`src/rtl/vga_pkg.sv`:
```
// vga_pkg: default 640x480 timing, totals and helpers shared by the VGA window controller.
package vga_pkg;
  localparam int DEF_H_ACTIVE = 640;
  localparam int DEF_H_FP     = 16;
  localparam int DEF_H_SYNC   = 96;
  localparam int DEF_H_BP     = 48;
  localparam int DEF_V_ACTIVE = 480;
  localparam int DEF_V_FP     = 10;
  localparam int DEF_V_SYNC   = 2;
  localparam int DEF_V_BP     = 33;
  localparam int DEF_H_TOTAL  = DEF_H_ACTIVE + DEF_H_FP + DEF_H_SYNC + DEF_H_BP;
  localparam int DEF_V_TOTAL  = DEF_V_ACTIVE + DEF_V_FP + DEF_V_SYNC + DEF_V_BP;

  typedef struct packed {
    logic hs;
    logic vs;
    logic de;
    logic hit;
    logic fs;
    logic ls;
  } flags_t;

  function automatic int clog2(input int v);
    int r;
    r = 0;
    while ((1 << r) < v) r++;
    return r < 1 ? 1 : r;
  endfunction

  function automatic logic sync_level(input logic act, input logic pol);
    return act ? pol : ~pol;
  endfunction
endpackage

```
`src/rtl/vga_timing_counter.sv`:
```
// vga_timing_counter: free-running h/v counters with raw sync, active-area and line/frame flags.
module vga_timing_counter import vga_pkg::*; #(
  parameter int H_ACTIVE = DEF_H_ACTIVE,
  parameter int H_FP     = DEF_H_FP,
  parameter int H_SYNC   = DEF_H_SYNC,
  parameter int H_BP     = DEF_H_BP,
  parameter int V_ACTIVE = DEF_V_ACTIVE,
  parameter int V_FP     = DEF_V_FP,
  parameter int V_SYNC   = DEF_V_SYNC,
  parameter int V_BP     = DEF_V_BP,
  parameter int HW       = clog2(H_ACTIVE + H_FP + H_SYNC + H_BP),
  parameter int VW       = clog2(V_ACTIVE + V_FP + V_SYNC + V_BP)
) (
  input  logic          clk,
  input  logic          rst,
  output logic [HW-1:0] o_h_cnt,
  output logic [VW-1:0] o_v_cnt,
  output logic          o_hs_act,
  output logic          o_vs_act,
  output logic          o_active,
  output logic          o_line_start,
  output logic          o_line_end,
  output logic          o_frame_start
);
  localparam int HT = H_ACTIVE + H_FP + H_SYNC + H_BP;
  localparam int VT = V_ACTIVE + V_FP + V_SYNC + V_BP;
  logic [HW-1:0] r_h;
  logic [VW-1:0] r_v;
  logic          w_h_end;
  logic          w_v_end;
  assign w_h_end = r_h == HW'(HT - 1);
  assign w_v_end = r_v == VW'(VT - 1);
  always_ff @(posedge clk or posedge rst)
    if (rst) begin
      r_h <= '0;
      r_v <= '0;
    end else begin
      r_h <= w_h_end ? '0 : r_h + 1'b1;
      if (w_h_end) r_v <= w_v_end ? '0 : r_v + 1'b1;
    end
  assign o_h_cnt       = r_h;
  assign o_v_cnt       = r_v;
  assign o_hs_act      = r_h >= HW'(H_ACTIVE + H_FP) && r_h <= HW'(H_ACTIVE + H_FP + H_SYNC - 1);
  assign o_vs_act      = r_v >= VW'(V_ACTIVE + V_FP) && r_v <= VW'(V_ACTIVE + V_FP + V_SYNC - 1);
  assign o_active      = r_h < HW'(H_ACTIVE) && r_v < VW'(V_ACTIVE);
  assign o_line_start  = r_h == '0;
  assign o_line_end    = w_h_end;
  assign o_frame_start = r_h == '0 && r_v == '0;
endmodule

```
`src/rtl/vga_window_ctrl.sv`:
```
// vga_window_ctrl: VGA timing plus a replicated framebuffer window, with sync/DE/colour
// realigned to the framebuffer read latency.
module vga_window_ctrl import vga_pkg::*; #(
  parameter int H_ACTIVE = DEF_H_ACTIVE,
  parameter int H_FP     = DEF_H_FP,
  parameter int H_SYNC   = DEF_H_SYNC,
  parameter int H_BP     = DEF_H_BP,
  parameter int V_ACTIVE = DEF_V_ACTIVE,
  parameter int V_FP     = DEF_V_FP,
  parameter int V_SYNC   = DEF_V_SYNC,
  parameter int V_BP     = DEF_V_BP,
  parameter bit SYNC_POL = 1'b0,
  parameter int CW       = 1,
  parameter int WIN_X0   = 240,
  parameter int WIN_Y0   = 180,
  parameter int WIN_W    = 160,
  parameter int WIN_H    = 120,
  parameter int SCALE_SH = 0,
  parameter int ADDR_W   = 15,
  parameter int MEM_LAT  = 1
) (
  input  logic              clk,
  input  logic              rst,
  input  logic [CW-1:0]     r_in,
  input  logic [CW-1:0]     g_in,
  input  logic [CW-1:0]     b_in,
  output logic [ADDR_W-1:0] addr,
  output logic              h_sync,
  output logic              v_sync,
  output logic [CW-1:0]     r_out,
  output logic [CW-1:0]     g_out,
  output logic [CW-1:0]     b_out,
  output logic              de,
  output logic              frame_start,
  output logic              line_start
);
  localparam int HW = clog2(H_ACTIVE + H_FP + H_SYNC + H_BP);
  localparam int VW = clog2(V_ACTIVE + V_FP + V_SYNC + V_BP);
  localparam int X1 = WIN_X0 + (WIN_W << SCALE_SH);
  localparam int Y1 = WIN_Y0 + (WIN_H << SCALE_SH);
  localparam int SW = SCALE_SH > 0 ? SCALE_SH : 1;
  localparam logic [SW-1:0] SMAX = SW'((1 << SCALE_SH) - 1);
  localparam int D = MEM_LAT + 1;
  localparam flags_t FLUSH = {~SYNC_POL, ~SYNC_POL, 4'b0};

  if ((64'd1 << ADDR_W) < 64'(WIN_W * WIN_H)) begin : g_bad_addr_w
    $error("ADDR_W too small for WIN_W*WIN_H");
  end
  if (MEM_LAT < 1) begin : g_bad_lat
    $error("MEM_LAT must be at least 1");
  end

  logic [HW-1:0]     w_h;
  logic [VW-1:0]     w_v;
  logic              w_hs_act, w_vs_act, w_active, w_line, w_line_end, w_frame;
  logic [31:0]       w_x, w_y;
  logic              w_vin, w_hit;
  flags_t            w_flags;
  flags_t [D-1:0]    r_pipe;
  logic [ADDR_W-1:0] r_addr, r_row, r_col;
  logic [SW-1:0]     r_sx, r_sy;
  logic [CW-1:0]     r_r, r_g, r_b;

  vga_timing_counter #(
    .H_ACTIVE(H_ACTIVE), .H_FP(H_FP), .H_SYNC(H_SYNC), .H_BP(H_BP),
    .V_ACTIVE(V_ACTIVE), .V_FP(V_FP), .V_SYNC(V_SYNC), .V_BP(V_BP),
    .HW(HW), .VW(VW)
  ) u_tc (
    .clk(clk), .rst(rst), .o_h_cnt(w_h), .o_v_cnt(w_v),
    .o_hs_act(w_hs_act), .o_vs_act(w_vs_act), .o_active(w_active),
    .o_line_start(w_line), .o_line_end(w_line_end), .o_frame_start(w_frame)
  );

  // Window is clipped to the active area so an off-screen window never drives colour.
  assign w_x     = 32'(w_h);
  assign w_y     = 32'(w_v);
  assign w_vin   = w_y >= WIN_Y0 && w_y < Y1 && w_y < V_ACTIVE;
  assign w_hit   = w_vin && w_x >= WIN_X0 && w_x < X1 && w_x < H_ACTIVE;
  assign w_flags = {sync_level(w_hs_act, SYNC_POL), sync_level(w_vs_act, SYNC_POL),
                    w_active, w_hit, w_frame, w_line};

  // Column/row replication counters step the source address without a multiplier.
  always_ff @(posedge clk or posedge rst)
    if (rst) begin
      r_addr <= '0;
      r_col  <= '0;
      r_row  <= '0;
      r_sx   <= '0;
      r_sy   <= '0;
    end else begin
      r_addr <= w_hit ? r_row + r_col : '0;
      r_sx   <= w_hit && r_sx != SMAX ? r_sx + 1'b1 : '0;
      r_col  <= !w_hit ? '0 : r_sx == SMAX ? r_col + 1'b1 : r_col;
      if (!w_vin) begin
        r_sy  <= '0;
        r_row <= '0;
      end else if (w_line_end) begin
        r_sy  <= r_sy == SMAX ? '0 : r_sy + 1'b1;
        if (r_sy == SMAX) r_row <= r_row + ADDR_W'(WIN_W);
      end
    end

  // Colour is captured on the edge that the delayed flags reach the outputs.
  always_ff @(posedge clk or posedge rst)
    if (rst) begin
      r_pipe <= {D{FLUSH}};
      r_r    <= '0;
      r_g    <= '0;
      r_b    <= '0;
    end else begin
      r_pipe <= {r_pipe[D-2:0], w_flags};
      r_r    <= r_pipe[D-2].hit ? r_in : '0;
      r_g    <= r_pipe[D-2].hit ? g_in : '0;
      r_b    <= r_pipe[D-2].hit ? b_in : '0;
    end

  assign addr        = r_addr;
  assign h_sync      = r_pipe[D-1].hs;
  assign v_sync      = r_pipe[D-1].vs;
  assign de          = r_pipe[D-1].de;
  assign frame_start = r_pipe[D-1].fs;
  assign line_start  = r_pipe[D-1].ls;
  assign r_out       = r_r;
  assign g_out       = r_g;
  assign b_out       = r_b;
endmodule

```
`config.mk`:
```
export PLATFORM = sky130hd
export DESIGN_NAME = vga_window_ctrl
export DESIGN_NICKNAME = d
export VERILOG_FILES = /design/src/rtl/vga_pkg.sv /design/src/rtl/vga_timing_counter.sv /design/src/rtl/vga_window_ctrl.sv
export SDC_FILE = /design/constraint.sdc
export NUM_CORES = 1
export LEC_CHECK = 0
export CAP_MARGIN = 20
export CORE_MARGIN = 2
export CORE_UTILIZATION = 30
export CTS_CLUSTER_DIAMETER = 150
export CTS_CLUSTER_SIZE = 24
export DETAILED_ROUTE_END_ITERATION = 6
export PLACE_DENSITY = 0.59
export SLEW_MARGIN = 20
export SYNTH_ARGS = -nofsm -noshare
export SYNTH_HDL_FRONTEND = slang
export SYNTH_HIERARCHICAL = 1
export SYNTH_SLANG_ARGS = --single-unit
```
`constraint.sdc`:
```
create_clock -name clk -period 2.25 [get_ports clk]
set_input_delay 0.3375 -clock clk [delete_from_list [all_inputs] [get_ports clk]]
set_output_delay 0.3375 -clock clk [all_outputs]
set_load 0.05 [all_outputs]
```
### Word-level counts from Yosys, hierarchy flattened

Index checks and enable logic that the tools add are counted.
W data, S select, Z words.

| storage, ports and cells | value |
|---|---|
| output and inout bits | 23 |
| register bits after elaboration | 81 |
| logic and storage cells | 75 |
| input bits | 5 |

| operators by class | value |
|---|---|
| muxes and demuxes | 17 |
| magnitude comparators | 12 |
| $add $sub $neg | 7 |
| eq/ne operators | 5 |
| reduce and logical (&&, ||, !) cells | 13 |

Operator list:

| cell | number |
|---|---|
| $mux W15 | 6 |
| $lt A10 B9 Y1 const B | 4 |
| $add A10 B1 Y10 const B | 2 |
| $eq A10 B10 Y1 const B | 2 |
| $ge A10 B8 Y1 const B | 2 |
| $logic_not A10 Y1 | 2 |
| $lt A10 B10 Y1 const B | 2 |
| $mux W10 | 2 |
| $add A15 B1 Y15 const B | 1 |
| $add A15 B15 Y15 | 1 |
| $add A15 B8 Y15 const B | 1 |
| $ge A10 B10 Y1 const B | 1 |
| $ge A10 B9 Y1 const B | 1 |
| $le A10 B10 Y1 const B | 1 |
| $le A10 B9 Y1 const B | 1 |
| $logic_and A1 B1 Y1 | 10 |
| $mux W1 | 9 |
| $ne A2 B2 Y1 const B | 2 |
| $add A1 B1 Y1 const B | 2 |
| $ne A2 B1 Y1 const B | 1 |
| $reduce_and A2 Y1 | 1 |

### Longest topological paths before layout

Gate-level depths: netlist of run 1.

| depth | value |
|---|---|
| depth in word-level cells | 8 |
| mapped depth | 10 |
| gate-level depth less buffers | 9 |

### Cells and area by module

Netlist of run 1, hierarchy kept.

Modules (own cells, without submodules):

| module | area an instance (um^2) | sequential area each (um^2) | cells each | times used |
|---|---|---|---|---|
| vga_window_ctrl | 2692.6 | 1381.3 | 240 | 1 |
| vga_timing_counter | 1108.6 | 500.5 | 115 | 1 |

### Worst setup path before layout of run 1

OpenSTA, ideal clock, no wires.

| timing | value |
|---|---|
| path kind | register to register |
| start | register u_tc.r_h[0], in the netlist u_tc/o_h_cnt[0] |
| end | register r_row[14] |
| library setup time | 0.132 ns |
| path buffers | 1 |
| setup slack | 0.110 ns |
| required time | 2.118 ns |
| period minus slack after synthesis | 2.140 ns |
| data arrival time | 2.008 ns |
| stages on the path, launching flop included | 11 |
| cell sequence | dfrtp_1 -> ha_1 -> and4_4 -> nand4_4 -> inv_1 -> buf_2 -> nand3_1 -> nor3_1 -> nand3_1 -> xor2_1 -> nor2_1 |

| between the ends | value |
|---|---|
| cells in the longest elaborated chain, start to end | 3 |

Ends and longest elaborated chain:

| item | RTL line | RTL |
|---|---|---|
| start, declared | vga_timing_counter.sv:27 | `logic [HW-1:0] r_h;` |
| start signal, assigned | vga_timing_counter.sv:38 | `r_h <= w_h_end ? '0 : r_h + 1'b1;` |
| $eq A10 B10 Y1 | vga_timing_counter.sv:31 | `assign w_h_end = r_h == HW'(HT - 1);` |
| via w_line_end | vga_window_ctrl.sv:55 | `logic w_hs_act, w_vs_act, w_active, w_line, w_line_end, w_frame;` |
| $ne A2 B1 Y1 (no source line) | n/a |  |
| $reduce_and A2 Y1 (no source line) | n/a |  |
| end signal, assigned | vga_window_ctrl.sv:99 | `if (r_sy == SMAX) r_row <= r_row + ADDR_W'(WIN_W);` |
| end, declared | vga_window_ctrl.sv:60 | `logic [ADDR_W-1:0] r_addr, r_row, r_col;` |

The timed path passes the listed nets, and every way through them passes these cells.
A chain may end at the register's enable or synchronous reset.

### Worst setup path after layout of run 1

| timing | value |
|---|---|
| start | register u_tc.r_v[2], in the netlist u_tc/o_v_cnt[2] |
| end | register r_col[7] |

| between the ends | value |
|---|---|
| cells in the longest elaborated chain, start to end | 7 |
| elaborated cells between the ends (all ways) | 10 |
| those cells by class | order compare (3); eq/ne (1); mux (1); reduce/logical (5) |

Ends and longest elaborated chain:

| item | RTL line | RTL |
|---|---|---|
| start, declared | vga_timing_counter.sv:28 | `logic [VW-1:0] r_v;` |
| start signal, assigned | vga_timing_counter.sv:39 | `if (w_h_end) r_v <= w_v_end ? '0 : r_v + 1'b1;` |
| $ge A10 B8 Y1 or $lt A10 B9 Y1 (tied branches) | vga_window_ctrl.sv:77 | `assign w_vin = w_y >= WIN_Y0 && w_y < Y1 && w_y < V_ACTIVE;` |
| $logic_and A1 B1 Y1 | vga_window_ctrl.sv:77 |  |
| $logic_and A1 B1 Y1 (*) | vga_window_ctrl.sv:77 |  |
| $logic_and A1 B1 Y1 (*) (3 in a row) | vga_window_ctrl.sv:78 | `assign w_hit = w_vin && w_x >= WIN_X0 && w_x < X1 && w_x < H_ACTIVE;` |
| $ne A2 B2 Y1 (no source line) or $mux W15 (tied branches) | n/a |  |
| end signal, assigned | vga_window_ctrl.sv:93 | `r_col <= !w_hit ? '0 : r_sx == SMAX ? r_col + 1'b1 : r_col;` |
| end, declared | vga_window_ctrl.sv:60 |  |

Every way passes the cells marked *; elsewhere a longest branch is shown, timed or not.

==> results of run 1 <==
-- flip-flops by register name, summed over array words and instances, names as in the netlist, 6 cells and up --
register,cells
addr,15
r_col,15
r_row,10
u_tc/o_h_cnt,10
u_tc/o_v_cnt,10
r_pipe,6
-- worst max-delay path, cell delays in order (launching register included) --
cell and delay [ns]:
dfrtp_1 0.49, o211a_1 0.20, o211ai_1 0.08, and2_1 0.18, or3_2 0.61, buf_4 0.32, nor2_4 0.14
-- cells by family (layout without fill, tap and decap cells) --
| kind of cell | count (synthesis) | after routing | share of synthesized area, % |
|---|---|---|---|
| adders and majority gates | 17 | 17 | 5.60 |
| other | 1 | 2 | 0.0987 |
| xor gates and xnor gates | 41 | 41 | 9.45 |
| muxes | 4 | 4 | 1.05 |
| buffers and inverters | 24 | 69 | 3.46 |
| and+or+nand+nor | 148 | 148 | 23.2 |
| AOI/OAI and AO/OA | 45 | 45 | 7.67 |
| DFF | 75 | 75 | 49.5 |
-- cells in the mapped netlist, types with 4 or more instances --
cell / count
nor2b_1: 5
a21oi_1: 10
nor2_4: 10
and4_1: 4
nand2_1: 17
ha_1: 17
mux2i_1: 4
and2_1: 10
o21ai_0: 11
nand3_1: 21
nor3_1: 9
dfrtp_1: 71
nor2_1: 30
nor2_2: 8
nand4_1: 8
and3_1: 9
inv_1: 15
xor2_1: 23
xnor2_1: 18
dfstp_2: 4
nor4_1: 5
-- worst paths after layout --
kind | start | endpoint | slack, ns
max in group asynchronous | rst | r_pipe[5] | 1.30
setup reg to reg | u_tc/o_v_cnt[2] | r_col[7] | 0.15
setup / recovery | u_tc/o_v_cnt[2] | r_col[7] | 0.15
min in group asynchronous | rst | frame_start | 0.37
hold reg to reg | r_pipe[1] | frame_start | 0.35
hold / removal | r_pipe[1] | frame_start | 0.35
-- cell type report --
| type | instances | area [um^2] |
|---|---|---|
| Sequential cell | 75 | 1880 |
| Inverter | 16 | 65.1 |
| Clock buffer | 12 | 256 |
| Tap cell | 172 | 215 |
| Multi-Input combinational cell | 257 | 1800 |
| Fill cell | 1265 | 7870 |
| Clock inverter | 4 | 72.6 |
| Timing Repair Buffer | 37 | 358 |
-- routing by layer --
| layer | GRT usage (%) | vias up | share of wire (%) |
|---|---|---|---|
| li1 | - | 1312 | - |
| met1 | 14.1 | 1250 | 46 |
| met2 | 19.6 | 37 | 48 |
| met3 | 3.11 | 10 | 3.6 |
| met4 | 5.25 | 0 | 1.8 |
| met5 | 0 | - | 0 |
-- through the flow --
step / std cells / hold slack (ns) / power (mW) / utilization, % / instance area [um^2]
2_1_floorplan: 356 / 0.301 / 1.40 / - / 3800
3_3_place_gp: 557 / 0.338 / 1.42 / 34.5 / 4310
3_5_place_dp: 557 / 0.336 / 1.42 / 34.5 / 4310
4_1_cts: 573 / 0.351 / 3.01 / 37.1 / 4640
5_1_grt: 573 / 0.356 / 3.06 / 37.1 / 4650
6_report: 573 / 0.349 / 2.96 / 37.1 / 4650
-- where the power goes --
group	internal, mW	switching (mW)	total [mW]	leakage [nW]
logic	0.0131	0.0286	0.0417	0.808
clock network	1.03	0.537	1.57	0.159
registers	1.35	0.00115	1.35	1.01
total	2.39	0.566	2.96	1.97
==> flow_summary.yaml, run 1 <==
sta:
  worst_slew_pin_slew_ns: 0.505
  fin_crit_sh_pct: 93.2
  finalSetupTns_ns: 0
  slew_viol_final: 0
  maxSlewHeadroom_pct: 66.3
  setup_viol: 0
  finalClockSkew_ns: 0.00483
  timing.fmax_ghz: 0.477
  layout_setup_ws_ns: 0.153
  hold_violations: 0
  finalCriticalPeriod_ns: 2.10
  rsz0062_at_grt: "no"
finish:
  nets: 418
  drive_above_1_share_pct: 14.2
  diodes: 0
  layout_common_cells: "71 x dfrtp_1, 30 x nor2_1, 27 x clkdlybuf4s50_1, 23 x xor2_1, 21 x nand3_1"
  final_common_cell: "dfrtp_1"
  area_growth_syn_to_layout_pct: 22.3
worst_setup_path:
  crit_required_ns: 2.52
  crit_arrival_ns: 2.36
  crit_type: "reg -> reg"
  critPathMaxFanout: 16
  cp-end-kind: "flip-flop"
  rr_worst_depth: 6
  start_kind: "flip-flop"
clock_network:
  post_cts_buffers: 0
  cts_hold_buf: 0
  numCtsBuffers: 9
  clk_latency_ns: 0.34
  cts_sinks: 75
  cts_resized: 0
  htreeDepth: 3
  cts_buffer_depth: 2
  clkTransAtPathRegs_ns: 0.06
  root_buffer: "clkbuf_16"
  cts_tree: "built"
detailed_routing:
  dr.pass1.iters: 4
  wirelength_um: 7260
  vias: 2609
  drt-initial-drc-count: 157
  post_drt_wl_per_cell_um: 12.7
  drc: 0
  viasPerCell: 4.55
  postRouteAntennaNets: 0
floorplanning:
  dieArea_um2: 13600
  die_h_um: 117
  ios: 28
  placement_rows: 41
  initial_core_util_pct: 30.4
  core_um2: 12500
  die_width_um: 117
run:
  cap_violations: 0
global_route:
  groute.usage.overall_pct: 11.7
  grt_pass1_vias: 2537
  grt_pass1_wl_um: 12200
  grt_max_degree: 29
  antenna_found_initial: 0
  grt_overflow: 0
min_path:
  min_path_type: "reg -> reg"
  worstHoldPathCells: 0
place:
  gp_congestion: 0.772
  dpl.hpwl_um: 5130
  portBuffers: 27
  place_ws_ns: 0.148
yosys:
  yosysSeqAreaShare_pct: 49.5
  synth_area_per_cell_um2: 10.7
  netlist_area_um2: 3800
  synth_largest_area_cell: "dfrtp_1"
  ys_top_cells_by_area: "dfrtp_1 47%, ha_1 5.6%, xor2_1 5.3%"
  ys_ff_latch: 75
  synth_cells: 355
  synth_top_area_share_pct: 46.7
  async_flop_share_pct: 100
  synth-edff-count: 0
  synth_cell_type_count: 51
  yosys_warnings: 6
  ys.flop_type: "dfrtp_1"
status:
  status: "completed"
power_and_ir_drop:
  leakagePower_nw: 1.97
  cellPowerDensity_nw_per_um2: 637
  vdd_drop_max_v: 0.000339
Note: power is estimated with default switching activity, not from simulation.
==> run 2, diff against run 1 <==
--- a/config.mk
+++ b/config.mk
@@ -8,12 +8,15 @@
 export CAP_MARGIN = 20
 export CORE_MARGIN = 2
 export CORE_UTILIZATION = 30
+export CTS_BUF_LIST = sky130_fd_sc_hd__clkbuf_8 sky130_fd_sc_hd__clkbuf_16
 export CTS_CLUSTER_DIAMETER = 150
 export CTS_CLUSTER_SIZE = 24
 export DETAILED_ROUTE_END_ITERATION = 6
+export HOLD_SLACK_MARGIN = 0.06
 export PLACE_DENSITY = 0.59
 export SLEW_MARGIN = 20
 export SYNTH_ARGS = -nofsm -noshare
 export SYNTH_HDL_FRONTEND = slang
 export SYNTH_HIERARCHICAL = 1
 export SYNTH_SLANG_ARGS = --single-unit
+export TNS_END_PERCENT = 20
==> run 2 against run 1 <==
Sequential cell count stayed put. First-iteration DRC count is 3.2% higher. Hold slack stayed put. Wire length is 0.39% lower. Die area stayed put. Global-route usage hardly changed. Count of clock-buffer cells in the layout is 1 lower.
==> flow_summary.yaml, run 2 (synthesis gave the netlist of run 1 again) <==
floorplanning:
  initial_core_util_pct: 30.4
  die_width_um: 117
  die_h_um: 117
  core_um2: 12500
  dieArea_um2: 13600
  ios: 28
  placement_rows: 41
clock_network:
  cts_resized: 0
  cts_sinks: 75
  clk_latency_ns: 0.34
  post_cts_buffers: 0
  numCtsBuffers: 9
  cts_tree: "built"
  clkTransAtPathRegs_ns: 0.06
  cts_hold_buf: 0
  root_buffer: "clkbuf_16"
  cts_buffer_depth: 2
  htreeDepth: 3
place:
  place_ws_ns: 0.148
  portBuffers: 27
  gp_congestion: 0.772
  dp.cells: 557
  place_area_um2: 4310
  dpl.hpwl_um: 5130
sta:
  hold_violations: 0
  maxSlewHeadroom_pct: 66.3
  finalSetupTns_ns: 0
  layout_setup_ws_ns: 0.155
  fin_crit_sh_pct: 93.1
  finalClockSkew_ns: 0.00468
  setup_viol: 0
  timing.fmax_ghz: 0.477
  finalCriticalPeriod_ns: 2.10
  worst_slew_pin_slew_ns: 0.505
  rsz0062_at_grt: "no"
  slew_viol_final: 0
worst_setup_path:
  cp_cell_sequence: "o211a_1 -> o211ai_1 -> and2_1 -> or3_2 -> buf_4 -> nor2_4"
  crit_slowest_cell: "or3_2"
  crit_arrival_ns: 2.36
  worstReg2RegStart: "u_tc/o_v_cnt[2]"
  cp_top_family: "simple AND/OR/NAND/NOR gates"
  crit_required_ns: 2.52
  cp.buffers_inverters: 1
  r2r-end: "r_col[7]"
  r2r_setup_slack_ns: 0.15
  cp_slowest_stage_delay_ns: 0.61
  rr_worst_depth: 6
  start_kind: "flip-flop"
  critPathMaxFanout: 16
  cp-end-kind: "flip-flop"
  crit_type: "reg -> reg"
global_route:
  grt_overflow: 0
  grt_max_degree: 29
  groute.usage.overall_pct: 11.7
  grt_pass1_wl_um: 12200
  grt_pass1_vias: 2540
  antenna_found_initial: 0
min_path:
  hold-path-endpoint: "frame_start"
  hp-start: "r_pipe[1]"
  min_path_type: "reg -> reg"
  worstHoldPathCells: 0
finish:
  stdcell_area_um2: 4650
  drive_above_1_share_pct: 14.2
  final_common_cell: "dfrtp_1"
  final_cell_count_no_fill: 573
  area_growth_syn_to_layout_pct: 22.3
  nets: 418
  layout_common_cells: "71 x dfrtp_1, 30 x nor2_1, 27 x clkdlybuf4s50_1, 23 x xor2_1, 21 x nand3_1"
  diodes: 0
detailed_routing:
  viasPerCell: 4.55
  drt-initial-drc-count: 162
  post_drt_wl_per_cell_um: 12.6
  wirelength_um: 7230
  dr.pass1.iters: 4
  drc: 0
  vias: 2610
  postRouteAntennaNets: 0
power_and_ir_drop:
  p_int_mw: 2.39
  power.share.combinational_pct: 1.4
  seqPwrFrac_pct: 45.8
  swShare_pct: 19.1
  p_sw_mw: 0.564
  cellPowerDensity_nw_per_um2: 635
  p_clk_share_pct: 52.8
  vdd_drop_max_v: 0.000336
  leakagePower_nw: 1.98
  total_power_mw: 2.95
run:
  cap_violations: 0
status:
  status: "completed"
run 2: changes by cell type in the layout (fill, tap and decap cells not counted), sizes merged:
cell / change
inv: +1
clkbuf: -1
run 2: routing by layer:
layer	wire (um)	vias up	share of wire [%]	GRT usage [%]
li1	-	1312	-	-
met4	133	0	1.8	5.25
met3	263	11	3.6	3.11
met5	0	-	0	0
met2	3490	42	48	19.6
met1	3340	1245	46	14.1
run 2: stage by stage:
| step | util, % | hold slack [ns] |
|---|---|---|
| 2_1_floorplan | - | 0.301 |
| 3_3_place_gp | 34.5 | 0.338 |
| 3_5_place_dp | 34.5 | 0.336 |
| 4_1_cts | 37.1 | 0.351 |
| 5_1_grt | 37.1 | 0.356 |
| 6_report | 37.1 | 0.349 |
run 2: power by group through the flow:
stage               Clock, mW  Combinational, mW  Sequential (mW)
floorplan                   0             0.0215             1.38
global placement            0             0.0445             1.38
detailed placement          0             0.0445             1.38
CTS                      1.61             0.0446             1.35
global route             1.66             0.0494             1.35
finish                   1.56             0.0416             1.35
run 2: cell type report:
class                      count  area, um^2
sequential                    75        1880
fill                        1265        7870
clock buffer                  11         253
clock inverter                 5        76.3
tap                          172         215
inverter                      16        65.1
multi-input combinational    257        1800
timing repair buffer          37         358
run 2: worst max-delay path by stage:
stage | startpoint | endpoint | cells past startpoint
after floorplan | u_tc/o_h_cnt[0] | r_row[14] | 10
after global placement | u_tc/o_h_cnt[0] | r_row[14] | 9
after detailed placement | u_tc/o_h_cnt[0] | r_row[14] | 9
after CTS | u_tc/o_h_cnt[0] | r_row[14] | 9
after global routing | u_tc/o_h_cnt[0] | r_row[14] | 9
final | u_tc/o_v_cnt[2] | r_col[7] | 6
run 2: worst reg2reg max path, stage by stage, from the launching register on:
cell      delay, ns
dfrtp_1        0.49
o211a_1        0.20
o211ai_1       0.08
and2_1         0.18
or3_2          0.61
buf_4          0.32
nor2_4         0.14
==> run 3, diff against run 2 <==
--- a/config.mk
+++ b/config.mk
@@ -12,6 +12,7 @@
 export CTS_CLUSTER_DIAMETER = 150
 export CTS_CLUSTER_SIZE = 24
 export DETAILED_ROUTE_END_ITERATION = 6
+export GPL_ROUTABILITY_DRIVEN = 0
 export HOLD_SLACK_MARGIN = 0.06
 export PLACE_DENSITY = 0.59
 export SLEW_MARGIN = 20
==> results of run 3 <==
Same layout as run 2: the final DEF is identical, and so are final timing and power.
